--- src/rtl/mac_lane_array.sv ---
// mac_lane_array: per-lane uint8 multiply with tail/unused lane masking, adder-tree reduction
// to one partial sum per accepted beat. Define MAC_TREE_PIPE_EN to register the first tree level.
//
// state   | meaning
// --------+--------------------------------------------------------------
// S_IDLE  | waiting for start_i; in_ready low
// S_RUN   | accepting beats until the beat that covers the last element
// S_DRAIN | no new beats; waiting for the last-tagged sum to leave the pipe
module mac_lane_array #(
  parameter int ELEMS = 1000,
  parameter int LANES = 16,
  parameter int W_IN  = 16 + $clog2(LANES)
) (
  input  logic                 clk,
  input  logic                 rst_n,
  input  logic                 start_i,
  input  logic [4:0]           lanes_i,
  input  logic                 in_valid,
  output logic                 in_ready,
  input  logic [8*LANES-1:0]   a_i,
  input  logic [8*LANES-1:0]   b_i,
  output logic                 ps_valid,
  output logic [W_IN-1:0]      partial_sum,
  output logic                 ps_last,
  output logic [4:0]           lanes_o,
  output logic                 busy,
  output logic                 done,
  output logic                 cfg_err
);

  typedef enum logic [1:0] {
    S_IDLE  = 2'd0,
    S_RUN   = 2'd1,
    S_DRAIN = 2'd2
  } state_t;

  localparam int CW = $clog2(ELEMS + LANES) + 1;

  state_t          state_q, state_d;
  logic [4:0]      lanes_q, lanes_d;
  logic [CW-1:0]   elem_cnt_q, elem_cnt_d;
  logic            lanes_legal;
  logic            accept;
  logic            beat_last;
  logic            start_ok;
  logic [LANES-1:0] lane_used;

  logic [15:0]     prod_q [LANES];
  logic            s1_valid_q, s1_last_q;
  logic            tail_valid, tail_last;
  logic [W_IN-1:0] tree_sum;

  logic [W_IN-1:0] ps_q;
  logic            ps_valid_q, ps_last_q;
  logic            done_q, cfg_err_q;

  always_comb begin
    case (lanes_i)
      5'd1, 5'd2, 5'd4, 5'd8, 5'd16: lanes_legal = (int'(lanes_i) <= LANES);
      default:                       lanes_legal = 1'b0;
    endcase
  end

  assign start_ok  = (state_q == S_IDLE) && start_i && lanes_legal;
  assign accept    = in_valid && in_ready;
  assign beat_last = (elem_cnt_q + CW'(lanes_q)) >= CW'(ELEMS);

  // Lane k carries element elem_cnt+k; lanes past the vector end contribute nothing.
  always_comb begin
    lane_used = '0;
    for (int k = 0; k < LANES; k++) begin
      lane_used[k] = (k < int'(lanes_q)) && ((elem_cnt_q + CW'(k)) < CW'(ELEMS));
    end
  end

  // FSM: state register
  always_ff @(posedge clk) begin
    if (!rst_n) state_q <= S_IDLE;
    else        state_q <= state_d;
  end

  // FSM: next state
  always_comb begin
    state_d = state_q;
    case (state_q)
      S_IDLE:  if (start_ok)                 state_d = S_RUN;
      S_RUN:   if (accept && beat_last)      state_d = S_DRAIN;
      S_DRAIN: if (ps_valid_q && ps_last_q)  state_d = S_IDLE;
      default:                               state_d = S_IDLE;
    endcase
  end

  // FSM: outputs
  always_comb begin
    in_ready = 1'b0;
    busy     = 1'b0;
    case (state_q)
      S_RUN: begin
        in_ready = 1'b1;
        busy     = 1'b1;
      end
      S_DRAIN: busy = 1'b1;
      default: ;
    endcase
  end

  always_comb begin
    lanes_d    = lanes_q;
    elem_cnt_d = elem_cnt_q;
    if (start_ok) begin
      lanes_d    = lanes_i;
      elem_cnt_d = '0;
    end else if (accept) begin
      elem_cnt_d = elem_cnt_q + CW'(lanes_q);
    end
  end

  always_ff @(posedge clk) begin
    if (!rst_n) begin
      lanes_q    <= '0;
      elem_cnt_q <= '0;
      done_q     <= 1'b0;
      cfg_err_q  <= 1'b0;
    end else begin
      lanes_q    <= lanes_d;
      elem_cnt_q <= elem_cnt_d;
      done_q     <= (state_q == S_DRAIN) && ps_valid_q && ps_last_q;
      cfg_err_q  <= (state_q == S_IDLE) && start_i && !lanes_legal;
    end
  end

  // Stage 1: masked lane products; idle cycles load zeros so the tree sum is 0 too.
  always_ff @(posedge clk) begin
    if (!rst_n) begin
      s1_valid_q <= 1'b0;
      s1_last_q  <= 1'b0;
      for (int k = 0; k < LANES; k++) prod_q[k] <= '0;
    end else begin
      s1_valid_q <= accept;
      s1_last_q  <= accept && beat_last;
      for (int k = 0; k < LANES; k++) begin
        prod_q[k] <= (accept && lane_used[k]) ?
                     (16'(a_i[8*k +: 8]) * 16'(b_i[8*k +: 8])) : 16'd0;
      end
    end
  end

`ifdef MAC_TREE_PIPE_EN
  logic [16:0] pair_q [LANES/2];
  logic        s2_valid_q, s2_last_q;

  always_ff @(posedge clk) begin
    if (!rst_n) begin
      s2_valid_q <= 1'b0;
      s2_last_q  <= 1'b0;
      for (int j = 0; j < LANES/2; j++) pair_q[j] <= '0;
    end else begin
      s2_valid_q <= s1_valid_q;
      s2_last_q  <= s1_last_q;
      for (int j = 0; j < LANES/2; j++) begin
        pair_q[j] <= 17'(prod_q[2*j]) + 17'(prod_q[2*j+1]);
      end
    end
  end

  always_comb begin
    tree_sum = '0;
    for (int j = 0; j < LANES/2; j++) tree_sum = tree_sum + W_IN'(pair_q[j]);
  end

  assign tail_valid = s2_valid_q;
  assign tail_last  = s2_last_q;
`else
  always_comb begin
    tree_sum = '0;
    for (int k = 0; k < LANES; k++) tree_sum = tree_sum + W_IN'(prod_q[k]);
  end

  assign tail_valid = s1_valid_q;
  assign tail_last  = s1_last_q;
`endif

  always_ff @(posedge clk) begin
    if (!rst_n) begin
      ps_q       <= '0;
      ps_valid_q <= 1'b0;
      ps_last_q  <= 1'b0;
    end else begin
      ps_q       <= tail_valid ? tree_sum : '0;
      ps_valid_q <= tail_valid;
      ps_last_q  <= tail_valid && tail_last;
    end
  end

  assign ps_valid    = ps_valid_q;
  assign partial_sum = ps_q;
  assign ps_last     = ps_last_q;
  assign lanes_o     = lanes_q;
  assign done        = done_q;
  assign cfg_err     = cfg_err_q;

endmodule

--- config.mk ---
export PLATFORM = sky130hd
export DESIGN_NAME = mac_lane_array
export DESIGN_NICKNAME = d
export VERILOG_FILES = /design/src/rtl/mac_lane_array.sv
export SDC_FILE = /design/constraint.sdc
export NUM_CORES = 2
export LEC_CHECK = 0
export CORE_MARGIN = 5
export CORE_UTILIZATION = 57
export DETAILED_ROUTE_END_ITERATION = 10
export PLACE_DENSITY = 0.8
export SLEW_MARGIN = 30
export SYNTH_ARGS = -nofsm -noshare
export SYNTH_HDL_FRONTEND = slang
export SYNTH_SLANG_ARGS = --single-unit
--- constraint.sdc ---
create_clock -name clk -period 5.7 [get_ports clk]
set_input_delay 0.855 -clock clk [delete_from_list [all_inputs] [get_ports clk]]
set_output_delay 0.855 -clock clk [all_outputs]
set_load 0.01 [all_outputs]
==> results.json <==
{
  "die_width_um": 302.2,
  "critPathMaxFanout": 3,
  "numCtsBuffers": 34,
  "design_area_um2": 54910,
  "power_frac_comb_pct": 66.2,
  "post_cts_buffers": 0,
  "layout_commonest_cell": "sky130_fd_sc_hd__inv_1",
  "remaining_drc_errors": 0,
  "synth_edf_count": 0,
  "layout_worst_path_cycle_share_pct": 97.01,
  "cellPowerDensity_nw_per_um2": 238.4,
  "mappedNetlistNets": 7231,
  "synth_cell_types": 81,
  "clk_root_buffer_cell": "sky130_fd_sc_hd__clkbuf_16",
  "critPathSlowestCell": "sky130_fd_sc_hd__fa_1",
  "drv_cap": 0,
  "gr-total-overflow": 0,
  "post_route_minimum_period_ps": 5530,
  "dieHeight_um": 302.2,
  "vdd_ir_drop_max_mv": 0.1594,
  "avgRoutedWirePerCell_um": 17.30,
  "power.net_switching_mw": 5.806,
  "fin_util_pct": 64.58,
  "via_per_inst": 5.392,
  "area_delta_synth_final_pct": 12.84,
  "layout_common_cells": "sky130_fd_sc_hd__inv_1, sky130_fd_sc_hd__fa_1, sky130_fd_sc_hd__ha_1, sky130_fd_sc_hd__nand2_1, sky130_fd_sc_hd__and2_1",
  "netlist_instances": 5552,
  "endpoint_kind": "flip-flop",
  "synth-async-reset-ratio_pct": 0,
  "finalHoldViolCount": 0,
  "final-setup-viol-count": 0,
  "design.core.area_um2": 85010,
  "status": "finished clean",
  "antenna_found_initial": 2,
  "grt_pass1_vias": 40372,
  "setup_total_negative_slack_ps": 0,
  "die-area_um2": 91310,
  "clkLatencyLatePin_ps": 560,
  "final_max_slew_violation_count": 0,
  "detail_route.iter0.violations": 2113,
  "clockPowerShare_pct": 17.7,
  "tritoncts_num_sinks": 300,
  "share_seq_of_total_power_pct": 16.1,
  "post_synth.cell_area_avg_um2": 8.764,
  "sw_frac_of_total_pct": 44.36,
  "cell_internal_pwr_mw": 7.283,
  "io_buffer_count": 295,
  "timing.clock.skew_ps": 30.23,
  "initial_core_util_pct": 57.24,
  "worst-path-buf-inv": 4,
  "placedInstanceArea_um2": 53690,
  "wp_data_arrival_ps": 5940,
  "min_delay_worst_type": "reg2reg",
  "synth_seq_cells": 300,
  "gr-usage-all-layers_pct": 27.29,
  "total_number_of_yosys_warnings": 0,
  "num_vias": 38349,
  "std_cell_rows": 107,
  "crit_path_frequent_cell": "sky130_fd_sc_hd__fa_1",
  "worst_slew_margin_rel_pct": 38.24,
  "critical-path-top-delay-family": "adder cells",
  "detail_route.first_pass.iterations": 5,
  "gp_congestion": 0.9640,
  "p_leak_nw": 27.29,
  "dominantRegCellSynth": "sky130_fd_sc_hd__dfxtp_1",
  "critPathMaxStageDelay_ps": 550,
  "layout-drive-gt1-share_pct": 3.671,
  "worstSetupStartpointType": "flip-flop",
  "worstPathCellList": "fa_1, inv_1, fa_1, inv_1, fa_1, inv_1, fa_1, fa_1, fa_1, inv_1, ha_1, fa_2, a211oi_2, o21ai_2, o2111ai_2, a21boi_2, o31ai_2, xor2_1, nor2_1",
  "synth.yosys.seq_area_share_pct": 12.34,
  "maximum_clock_rate_mhz": 180.8,
  "final_antenna_net_count": 0,
  "fin_total_pwr_mw": 13.09,
  "tightestPinTransition_ps": 903.1,
  "htree_num_levels": 2,
  "num-fill-cells": 6954,
  "reg_clk_slew_reported_paths_ps": 60,
  "netlist_area_um2": 48660,
  "detailedPlacementHpwl_um": 105000,
  "number_of_i_o_pins": 296,
  "cts_tree": "built",
  "clock_tree.buffer_depth": 3,
  "grt_pass1_wl_um": 202200,
  "cp.required_ps": 6110,
  "grt_start_max_net_pins": 38,
  "drt_wl_total_um": 123100,
  "final_nets": 7619,
  "criticalPathCategory": "reg2reg",
  "grt_setup_unrepaired": "false"
}
## cell usage after synthesis (23+ instances only)
| library cell | n | area, µm² |
|---|---|---|
| sky130_fd_sc_hd__nor2_1 | 349 | 1310 |
| sky130_fd_sc_hd__a211oi_1 | 47 | 352.8 |
| sky130_fd_sc_hd__nor3_1 | 85 | 425.4 |
| sky130_fd_sc_hd__xnor2_1 | 81 | 709.4 |
| sky130_fd_sc_hd__and2_1 | 548 | 3428 |
| sky130_fd_sc_hd__xor2_1 | 76 | 665.6 |
| sky130_fd_sc_hd__or3_1 | 26 | 162.7 |
| sky130_fd_sc_hd__a21o_1 | 33 | 247.7 |
| sky130_fd_sc_hd__o211ai_1 | 26 | 195.2 |
| sky130_fd_sc_hd__nand2b_1 | 29 | 181.4 |
| sky130_fd_sc_hd__fa_1 | 797 | 15960 |
| sky130_fd_sc_hd__dfxtp_1 | 300 | 6006 |
| sky130_fd_sc_hd__inv_1 | 1198 | 4497 |
| sky130_fd_sc_hd__nand2_1 | 596 | 2237 |
| sky130_fd_sc_hd__o21a_1 | 34 | 255.2 |
| sky130_fd_sc_hd__a21oi_1 | 156 | 780.8 |
| sky130_fd_sc_hd__nor2b_1 | 53 | 331.6 |
| sky130_fd_sc_hd__clkbuf_1 | 37 | 138.9 |
| sky130_fd_sc_hd__nand3_1 | 23 | 115.1 |
| sky130_fd_sc_hd__ha_1 | 617 | 7720 |
| sky130_fd_sc_hd__o21ai_0 | 155 | 775.7 |
| sky130_fd_sc_hd__buf_2 | 33 | 165.2 |
## final timing paths
kind                                      to  slack, ps  cells past startpoint                 startpoint
setup reg to reg  partial_sum[16]$_SDFF_PN0_        170                     19  prod_q[0][194]$_SDFF_PN0_
setup / recovery  partial_sum[16]$_SDFF_PN0_        170                     19  prod_q[0][194]$_SDFF_PN0_
hold / removal            ps_last$_SDFF_PN0_        460                      1       s1_last_q$_SDFF_PN0_
hold reg to reg           ps_last$_SDFF_PN0_        460                      1       s1_last_q$_SDFF_PN0_
## area by class of cell
class	count	area (µm²)	area share (%)
clock buffers	40	904.6	1.648
multi-input cells	3977	37840	68.92
repair buffers	426	3936	7.169
diodes	2	5.005	0.009115
inverters	1201	4508	8.211
flip-flops and latches	300	6006	10.94
clock inverters	22	272.8	0.4968
well taps	1144	1431	2.607
## layer usage
layer | wire length, µm | track usage, % | up-vias
met2 | 61310 | 48.30 | 1216
met5 | 0 | 0 | -
met1 | 49550 | 34.82 | 18859
li1 | - | - | 18021
met3 | 7757 | 3.675 | 253
met4 | 4436 | 8.632 | 0
## state kept, by name, indices dropped and copies added (netlist names)
signal	cells
prod_q	256
partial_sum	20
elem_cnt_q	11
lanes_o	5
state_q	2
cfg_err	1
done	1
ps_last	1
ps_valid	1
s1_last_q	1
s1_valid_q	1
## power by group through the flow
stage | logic (mW) | clock network, mW | registers [mW]
after global placement | 8.37 | 0 | 2.16
after detailed placement | 8.58 | 0 | 2.16
after floorplan | 6.40 | 0 | 2.15
final | 8.67 | 2.31 | 2.11
after global routing | 9.89 | 2.43 | 2.11
after CTS | 8.69 | 2.34 | 2.11
## timing repair
| action | CTS | global route |
|---|---|---|
| hold buffers | 0 | 0 |
| endpoints found under the hold margin | 0 | 0 |
| gates resized for setup | 1 | 9 |
| setup endpoints to repair | 2 | 4 |
| pin swaps | 1 | 4 |
## through the flow
stage | worst slack (ps) | instances | hold slack [ps]
2_1_floorplan | 164.4 | 5552 | 436.7
3_3_place_gp | -185.1 | 7048 | 440.0
3_5_place_dp | -165.4 | 7048 | 449.8
4_1_cts | 13.09 | 7110 | 467.0
5_1_grt | 21.12 | 7111 | 502.9
6_report | 170.2 | 7112 | 463.2
## worst reg2reg max path, delay by kind of cell (launching register included)
family	cells	cell delay [ps]
buffers and inverters	4	210
AND/OR/NAND/NOR	1	60
AO/OA/AOI/OAI	5	960
XOR/XNOR	1	190
flip-flops	1	320
adder cells (fa/ha/maj)	8	3660
## logic make-up (layout without fill, tap and decap cells)
kind of cell    count (synthesis)  after routing  synth area share (%)
xor+xnor                      157            157                 2.826
other cells                     0              2                     0
mux                             8              8                0.1646
simple gates                 1786           1786                 17.97
fa+ha+maj                    1414           1414                 48.66
compound gates                612            612                 8.079
buf+inv                      1275           1689                 9.959
flops                         300            300                 12.34
(Power assumes the default switching activity.)
